==> src/rtl/scroll_bg_mapper_if.sv <==
// Pixel/ROM/palette bundle for scroll_bg_mapper.
// Optional VSCROLL_EN adds vspeed and y_off.
interface scroll_bg_mapper_if #(
  parameter int ADDR_W = 18,
  parameter int IDX_W  = 5
);
  logic [9:0]        DrawX;
  logic [9:0]        DrawY;
  logic              blank;
  logic [1:0]        mode;
  logic [3:0]        speed;
  logic [ADDR_W-1:0] rom_addr;
  logic [IDX_W-1:0]  rom_q;
  logic [11:0]       pal_rgb;
  logic [3:0]        red;
  logic [3:0]        green;
  logic [3:0]        blue;
  logic              transparent;
  logic [8:0]        x_off;
`ifdef VSCROLL_EN
  logic [3:0]        vspeed;
  logic [7:0]        y_off;

  modport master (
    output DrawX, DrawY, blank, mode, speed,
    output rom_q, pal_rgb, vspeed,
    input  rom_addr, red, green, blue,
    input  transparent, x_off, y_off
  );

  modport slave (
    input  DrawX, DrawY, blank, mode, speed,
    input  rom_q, pal_rgb, vspeed,
    output rom_addr, red, green, blue,
    output transparent, x_off, y_off
  );
`else
  modport master (
    output DrawX, DrawY, blank, mode, speed,
    output rom_q, pal_rgb,
    input  rom_addr, red, green, blue,
    input  transparent, x_off
  );

  modport slave (
    input  DrawX, DrawY, blank, mode, speed,
    input  rom_q, pal_rgb,
    output rom_addr, red, green, blue,
    output transparent, x_off
  );
`endif
endinterface

==> src/rtl/scroll_bg_mapper.sv <==
// Scrolling background mapper: DrawX/DrawY -> ROM -> palette -> RGB.
// Optional vertical scroll is enabled by defining VSCROLL_EN.
module scroll_bg_mapper #(
  parameter int IMG_W       = 320,
  parameter int IMG_H       = 240,
  parameter int SCALE_SHIFT = 1,
  parameter int ADDR_W      = 18,
  parameter int IDX_W       = 5,
  parameter int ROM_LAT     = 1,
  parameter int V_ACTIVE    = 480,
  parameter int KEY_IDX     = 0
) (
  input logic                vga_clk,
  input logic                reset_n,
  scroll_bg_mapper_if.slave  bus
);

  typedef enum logic [1:0] {
    M_HOLD  = 2'b00,
    M_RIGHT = 2'b01,
    M_LEFT  = 2'b10,
    M_HOME  = 2'b11
  } mode_e;

  localparam logic [10:0] W11 = 11'(IMG_W);
  localparam logic [10:0] H11 = 11'(IMG_H);

  mode_e             r_mode;
  mode_e             w_mode_nxt;
  logic [8:0]        r_x_off;
  logic [8:0]        w_x_nxt;
  logic              w_bound;

  logic [10:0]       w_xr_sum;
  logic [8:0]        w_x_right;
  logic [8:0]        w_x_left;

  logic [9:0]        w_sx;
  logic [9:0]        w_sy;
  logic [10:0]       w_ix_sum;
  logic [10:0]       w_ix;
  logic [10:0]       w_row;
  logic              w_oob;
  logic [ADDR_W-1:0] w_lin;
  logic [ADDR_W-1:0] w_addr;

  logic [ADDR_W-1:0] r_rom_addr;
  logic [ROM_LAT:0]  r_bl_sr;
  logic [ROM_LAT:0]  r_oob_sr;
  logic              w_vis;
  logic [11:0]       r_rgb;
  logic              r_trans;

`ifdef VSCROLL_EN
  localparam logic [9:0] H10 = 10'(IMG_H);
  logic [7:0]        r_y_off;
  logic [7:0]        w_y_nxt;
  logic [9:0]        w_yd_sum;
  logic [7:0]        w_y_down;
  logic [7:0]        w_y_up;
  logic [10:0]       w_iy_sum;
`endif

  assign w_bound = (bus.DrawX == 10'd0)
                && (bus.DrawY == 10'(V_ACTIVE));

  assign w_xr_sum  = {2'b0, r_x_off} + {7'b0, bus.speed};
  assign w_x_right = 9'((w_xr_sum >= W11)
                   ? w_xr_sum - W11 : w_xr_sum);
  assign w_x_left  = 9'((r_x_off >= {5'b0, bus.speed})
                   ? {2'b0, r_x_off} - {7'b0, bus.speed}
                   : {2'b0, r_x_off} + W11
                     - {7'b0, bus.speed});

`ifdef VSCROLL_EN
  assign w_yd_sum = {2'b0, r_y_off} + {6'b0, bus.vspeed};
  assign w_y_down = 8'((w_yd_sum >= H10)
                  ? w_yd_sum - H10 : w_yd_sum);
  assign w_y_up   = 8'((r_y_off >= {4'b0, bus.vspeed})
                  ? {2'b0, r_y_off} - {6'b0, bus.vspeed}
                  : {2'b0, r_y_off} + H10
                    - {6'b0, bus.vspeed});
`endif

  // Scroll FSM next state: mode/speed only act on the frame boundary.
  always_comb begin
    w_mode_nxt = r_mode;
    w_x_nxt    = r_x_off;
`ifdef VSCROLL_EN
    w_y_nxt    = r_y_off;
`endif
    if (w_bound) begin
      w_mode_nxt = mode_e'(bus.mode);
      unique case (w_mode_nxt)
        M_HOLD: begin
        end
        M_RIGHT: begin
          w_x_nxt = w_x_right;
`ifdef VSCROLL_EN
          w_y_nxt = w_y_down;
`endif
        end
        M_LEFT: begin
          w_x_nxt = w_x_left;
`ifdef VSCROLL_EN
          w_y_nxt = w_y_up;
`endif
        end
        M_HOME: begin
          w_x_nxt = 9'd0;
`ifdef VSCROLL_EN
          w_y_nxt = 8'd0;
`endif
        end
      endcase
    end
  end

  // Scroll FSM state: latched mode and offsets.
  always_ff @(posedge vga_clk or negedge reset_n) begin
    if (!reset_n) begin
      r_mode  <= M_HOLD;
      r_x_off <= 9'd0;
`ifdef VSCROLL_EN
      r_y_off <= 8'd0;
`endif
    end else begin
      r_mode  <= w_mode_nxt;
      r_x_off <= w_x_nxt;
`ifdef VSCROLL_EN
      r_y_off <= w_y_nxt;
`endif
    end
  end

  assign w_sx     = bus.DrawX >> SCALE_SHIFT;
  assign w_sy     = bus.DrawY >> SCALE_SHIFT;
  assign w_ix_sum = {1'b0, w_sx} + {2'b0, r_x_off};
  assign w_ix     = (w_ix_sum >= W11)
                  ? w_ix_sum - W11 : w_ix_sum;

`ifdef VSCROLL_EN
  assign w_iy_sum = {1'b0, w_sy} + {3'b0, r_y_off};
  assign w_row    = (w_iy_sum >= H11)
                  ? w_iy_sum - H11 : w_iy_sum;
`else
  assign w_row    = {1'b0, w_sy};
`endif

  assign w_oob  = ({1'b0, w_sx} >= W11)
               || ({1'b0, w_sy} >= H11);
  assign w_lin  = ADDR_W'(w_row) * ADDR_W'(IMG_W)
                + ADDR_W'(w_ix);
  assign w_addr = w_oob ? '0 : w_lin;

  // Address stage plus blank/oob delay line matching ROM latency.
  always_ff @(posedge vga_clk or negedge reset_n) begin
    if (!reset_n) begin
      r_rom_addr <= '0;
      r_bl_sr    <= '0;
      r_oob_sr   <= '0;
    end else begin
      r_rom_addr <= w_addr;
      r_bl_sr    <= {r_bl_sr[ROM_LAT-1:0], bus.blank};
      r_oob_sr   <= {r_oob_sr[ROM_LAT-1:0], w_oob};
    end
  end

  assign w_vis = r_bl_sr[ROM_LAT] & ~r_oob_sr[ROM_LAT];

  // Output stage: colour and key flag only for visible in-image pixels.
  always_ff @(posedge vga_clk or negedge reset_n) begin
    if (!reset_n) begin
      r_rgb   <= 12'd0;
      r_trans <= 1'b0;
    end else begin
      r_rgb   <= w_vis ? bus.pal_rgb : 12'd0;
      r_trans <= w_vis
              && (bus.rom_q == IDX_W'(KEY_IDX));
    end
  end

  assign bus.rom_addr    = r_rom_addr;
  assign bus.red         = r_rgb[11:8];
  assign bus.green       = r_rgb[7:4];
  assign bus.blue        = r_rgb[3:0];
  assign bus.transparent = r_trans;
  assign bus.x_off       = r_x_off;
`ifdef VSCROLL_EN
  assign bus.y_off       = r_y_off;
`endif

endmodule

==> src/flat_wrapper.sv <==
// flat-port wrapper written by rule: the top's interface ports become plain ports
module scroll_bg_mapper_flat 
#(
  parameter int IMG_W       = 320,
  parameter int IMG_H       = 240,
  parameter int SCALE_SHIFT = 1,
  parameter int ADDR_W      = 18,
  parameter int IDX_W       = 5,
  parameter int ROM_LAT     = 1,
  parameter int V_ACTIVE    = 480,
  parameter int KEY_IDX     = 0
)
  (vga_clk, reset_n, bus_DrawX, bus_DrawY, bus_blank, bus_mode, bus_speed, bus_rom_q, bus_pal_rgb, bus_rom_addr, bus_red, bus_green, bus_blue, bus_transparent, bus_x_off);
  scroll_bg_mapper_if #(.ADDR_W(ADDR_W), .IDX_W(IDX_W)) bus_i ();
  input logic vga_clk;
  input logic reset_n;
  input wire logic [$bits(bus_i.DrawX)-1:0] bus_DrawX;
  input wire logic [$bits(bus_i.DrawY)-1:0] bus_DrawY;
  input wire logic [$bits(bus_i.blank)-1:0] bus_blank;
  input wire logic [$bits(bus_i.mode)-1:0] bus_mode;
  input wire logic [$bits(bus_i.speed)-1:0] bus_speed;
  input wire logic [$bits(bus_i.rom_q)-1:0] bus_rom_q;
  input wire logic [$bits(bus_i.pal_rgb)-1:0] bus_pal_rgb;
  output wire logic [$bits(bus_i.rom_addr)-1:0] bus_rom_addr;
  output wire logic [$bits(bus_i.red)-1:0] bus_red;
  output wire logic [$bits(bus_i.green)-1:0] bus_green;
  output wire logic [$bits(bus_i.blue)-1:0] bus_blue;
  output wire logic [$bits(bus_i.transparent)-1:0] bus_transparent;
  output wire logic [$bits(bus_i.x_off)-1:0] bus_x_off;
  assign bus_i.DrawX = bus_DrawX;
  assign bus_i.DrawY = bus_DrawY;
  assign bus_i.blank = bus_blank;
  assign bus_i.mode = bus_mode;
  assign bus_i.speed = bus_speed;
  assign bus_i.rom_q = bus_rom_q;
  assign bus_i.pal_rgb = bus_pal_rgb;
  assign bus_rom_addr = bus_i.rom_addr;
  assign bus_red = bus_i.red;
  assign bus_green = bus_i.green;
  assign bus_blue = bus_i.blue;
  assign bus_transparent = bus_i.transparent;
  assign bus_x_off = bus_i.x_off;
  scroll_bg_mapper #(.IMG_W(IMG_W), .IMG_H(IMG_H), .SCALE_SHIFT(SCALE_SHIFT), .ADDR_W(ADDR_W), .IDX_W(IDX_W), .ROM_LAT(ROM_LAT), .V_ACTIVE(V_ACTIVE), .KEY_IDX(KEY_IDX)) u_core (.vga_clk(vga_clk), .reset_n(reset_n), .bus(bus_i));
endmodule
==> config.mk <==
export PLATFORM = sky130hd
export DESIGN_NAME = scroll_bg_mapper_flat
export DESIGN_NICKNAME = d
export VERILOG_FILES = /design/src/rtl/scroll_bg_mapper_if.sv /design/src/rtl/scroll_bg_mapper.sv /design/src/flat_wrapper.sv
export SDC_FILE = /design/constraint.sdc
export NUM_CORES = 1
export LEC_CHECK = 0
export BUFFER_PORTS_ARGS = -buffer_cell sky130_fd_sc_hd__buf_2
export CAP_MARGIN = 20
export CELL_PAD_IN_SITES_DETAIL_PLACEMENT = 1
export CELL_PAD_IN_SITES_GLOBAL_PLACEMENT = 2
export CORE_UTILIZATION = 30
export DETAILED_ROUTE_END_ITERATION = 10
export PLACE_DENSITY_LB_ADDON = 0.25
export RECOVER_POWER = 50
export SYNTH_ARGS = -nofsm -noshare
export SYNTH_HDL_FRONTEND = slang
export SYNTH_SLANG_ARGS = --single-unit
==> constraint.sdc <==
create_clock -name vga_clk -period 4.2 [get_ports vga_clk]
set_clock_uncertainty 0.15 [all_clocks]
set_input_delay 0.84 -clock vga_clk [delete_from_list [all_inputs] [get_ports vga_clk]]
set_output_delay 0.84 -clock vga_clk [all_outputs]
set_load 0.03 [all_outputs]
==> metrics.md <==
| Metric | Value |
|---|---|
| Status | `finished with violations` |
| Failing checks | `capacitance limit, slew limit, setup timing` |
| Area growth, synth to finish | `40.2%` |
| Total gr overflow | `0` |
| Design Area, Final | `5450 um2` |
| Rows | `41` |
| F_max | `222 MHz` |
| Die width | `116 um` |
| Slowest CP cell | `fa_2` |
| WS Path Type | `input port to flip-flop` |
| CTS root buffer | `clkbuf_16` |
| Total Wirelength | `12700 um` |
| Count of warnings emitted by yosys | `0` |
| Worst reg2reg endpoint | `u_core.bus.rom_addr[16]$_DFF_PN0_` |
| Hold EP | `u_core.r_oob_sr[1]$_DFF_PN0_` |
| Slew of the pin with the lowest slew margin | `2.16 ns` |
| Worst Path Required | `4.20 ns` |
| R2R depth | `24` |
| Xor and xnor area share after synthesis | `6.50%` |
| Post-Place Cells | `732` |
| Seq pwr share | `28.7%` |
| Share of layout cells above drive strength 1 | `38.1%` |
| Synth cell types | `66` |
| Max Buffers Root-to-Sink | `2` |
| Crit-path max cell delay | `0.36 ns` |
| Pins Over Slew Limit | `40` |
| Synthesized area per cell | `9.15 um2` |
| Hold Crit Start | `u_core.r_oob_sr[0]$_DFF_PN0_` |
| Largest family of logic cells by synthesized area | `adder cells` |
| # setup viols final | `8` |
| Post-DRT Antenna Nets | `0` |
| Post-Synth Adder-Cell Area | `21.2%` |
| DR WL/cell | `16.7 um` |
| Synth top area cells | `dfrtp_1 28%, ha_1 17%, fa_1 4.1%` |
| Via count | `3741` |
| Starting Density | `30.8%` |
| Met3 wire len | `372 um` |
| Router iterations before antenna repair | `4` |
| R2r setup slk | `-0.14 ns` |
| Pwr/cell area | `293 nW/um2` |
| Global-route wire length before repair | `20300 um` |
| Slew HR | `-44.1%` |
| Fin crit period | `4.50 ns` |
| Final nets | `696` |
| Vias in the first global route | `3929` |
| Metal2 WL | `6390 um` |
| Initial antenna violation count | `0` |
| Tcrit/Tclk final | `107%` |
| Starting DRT DRC Count | `85` |
| CTS Buf Count | `5` |
| Hold WS | `0.211 ns` |
| Cts hold-fix bufs | `0` |
| Post-synthesis sequential area ratio | `28.3%` |
| Worst Path Arrival | `4.51 ns` |
| Min-Delay Path Class | `flip-flop to flip-flop` |
| Setup TNS | `-1.58 ns` |
| Synth Area in Simple Gates | `18.3%` |
| Sw Pwr | `0.000558 W` |
| Worst setup margin | `-0.303 ns` |
| Compound-Gate Fraction of Synth Area | `19.3%` |
| Net Count, Synth | `532` |
| CTS tree | `done` |
| Switching fraction of total power | `34.9%` |
| Gp weighted congestion | `0.847` |
| Gate power share | `42.3%` |
| Drt drc | `0` |
| Max layer used | `met4` |
| FF+latch count, synth | `44` |
| LEAKAGE | `2.73 nW` |
| Most frequent cells in the layout | `83 x buf_2, 77 x buf_4, 48 x ha_1, 44 x dfrtp_1, 40 x nor2_1` |
| All-Layer GR Usage | `19.8%` |
| Mux cell area share after synthesis | `1.45%` |
| Clock-pin slew of the registers on the worst-case setup and hold paths | `0.07 ns` |
| Area leader, netlist | `dfrtp_1` |
| Clk pwr share | `29.0%` |
| Die ar. | `13400 um2` |
| EDFF count, synth | `0` |
| Synth Instances | `425` |
| Post-route insts no fill | `762` |
| Max FO, Critical Path | `3` |
| Hold Vio Cnt, Final | `0` |
| Avg Vias per Cell | `4.91` |
| Ys async rst share | `100%` |
| Wl on met1 | `5830 um` |
| Syn Std Cell Area | `3890 um2` |
| FF-to-FF Start | `u_core.bus.x_off[0]$_DFFE_PN0P_` |
| HPWL after DPL | `9930 um` |
| Fillcell total | `1509` |
| Top cell type's share of synthesized area | `28.3%` |
| Top_reg_cell synth | `dfrtp_1` |
| Most common cell after layout, fill and taps aside | `buf_2` |
| Max-cap check violation count | `1` |
| I/O pin cnt | `86` |
| Sinks on Clock Net | `44` |
| Post-place instance area | `4980 um2` |
| Critical Path Sink Type | `flip-flop` |
| IO buf count | `85` |
| Largest net degree at the start of global routing | `45` |
| Worst-Skew Late Latency | `0.29 ns` |
| Die height | `116 um` |
| Startpoint type of the worst setup path | `input port` |
| Total Power Consumption | `0.00160 W` |
| Internal power component | `0.00104 W` |
| N_diodes | `0` |
| RSZ-0062 raised after global routing | `yes` |
| Peak supply drop | `271 uV` |
| H-tree depth | `2` |
| Hold Path Depth | `0` |
| Core ar. | `12600 um2` |
[how the worst max path moves through the flow]
stage                  from                           endpoint  slack (ns)
2_1_floorplan  bus_DrawX[1]  u_core.bus.rom_addr[16]$_DFF_PN0_       -0.45
3_3_place_gp   bus_DrawX[1]  u_core.bus.rom_addr[16]$_DFF_PN0_       -0.66
3_5_place_dp   bus_DrawX[1]  u_core.bus.rom_addr[16]$_DFF_PN0_       -0.88
4_1_cts        bus_DrawX[1]  u_core.bus.rom_addr[16]$_DFF_PN0_       -0.23
5_1_grt        bus_DrawX[1]  u_core.bus.rom_addr[16]$_DFF_PN0_       -0.48
6_report       bus_DrawX[1]  u_core.bus.rom_addr[16]$_DFF_PN0_       -0.30
[Yosys cell counts (all sizes together) (3+ instances only)]
cell and count:
nor4 5, o31a 4, o211a 3, o21a 5, clkbuf 4, a21o 6, a31oi 3, o21ai 24
nand3b 3, a211oi 8, o21bai 3, nor3b 4, nand2b 5, nand3 4, buf 3, nor3 10
nor2b 9, o31ai 4, nand2 18, o22ai 3, and3 3, xor2 9, a21oi 25, ha 53
dfrtp 44, and4 3, nor2 43, mux2i 3, fa 8, inv 42, and2 15, xnor2 19
[what timing repair did]
| action | 4_1_cts | 5_1_grt |
|---|---|---|
| pin swaps | 23 | 9 |
| endpoints found under the setup margin | 8 | 10 |
| gates resized for setup | 17 | 16 |
| buffers inserted | 21 | 7 |
[state kept, by name, summed over array words and instances (netlist names)]
signal / count
u_core.bus.rom_addr: 18
u_core.bus.x_off: 9
u_core.r_rgb: 12
u_core.bus.transparent: 1
u_core.r_bl_sr: 2
u_core.r_oob_sr: 2
[through the flow]
step / utilization (%) / setup slack [ns]
global route: 43.2 / -0.478
CTS: 42.7 / -0.233
detailed placement: 39.4 / -0.882
floorplan: - / -0.453
global placement: 39.4 / -0.658
finish: 43.2 / -0.303
[critical path: cells and delay by family]
kind                       cells  cell delay [ns]
muxes                          1             0.19
xor gates and xnor gates       1             0.13
adders and majority gates      5             1.02
AOI/OAI and AO/OA              8             1.45
buffers and inverters          3             0.18
and+or+nand+nor                7             0.68
[kinds of logic (layout without fill, tap and decap cells)]
| group | count (synthesis) | count (layout) |
|---|---|---|
| compound gates | 106 | 106 |
| flops | 44 | 44 |
| mux | 5 | 5 |
| buf+inv | 49 | 214 |
| xor+xnor | 28 | 28 |
| fa+ha+maj | 61 | 61 |
| simple gates | 132 | 132 |
[power groups by stage]
stage | registers (W) | logic (W) | clock network, W
6_report | 0.000459 | 0.000676 | 0.000463
5_1_grt | 0.000461 | 0.000740 | 0.000493
4_1_cts | 0.000459 | 0.000657 | 0.000481
3_5_place_dp | 0.000467 | 0.000592 | 0
3_3_place_gp | 0.000467 | 0.000576 | 0
2_1_floorplan | 0.000521 | 0.000309 | 0
[routing by layer]
metal	GRT usage [%]	vias to the layer above
met5	0	-
met2	35.4	66
met1	25.1	1836
li1	-	1827
met4	3.42	0
met3	3.35	12
[area by class of cell]
class	count	area (um2)	area share, %
multi-input combinational	332	2780	51.0
sequential	44	1100	20.2
clock buffer	5	125	2.30
clock inverter	3	46.3	0.849
inverter	42	158	2.89
timing repair buffer	164	1030	18.8
tap	172	215	3.95
No activity file was read; power rests on OpenSTA's default activity.
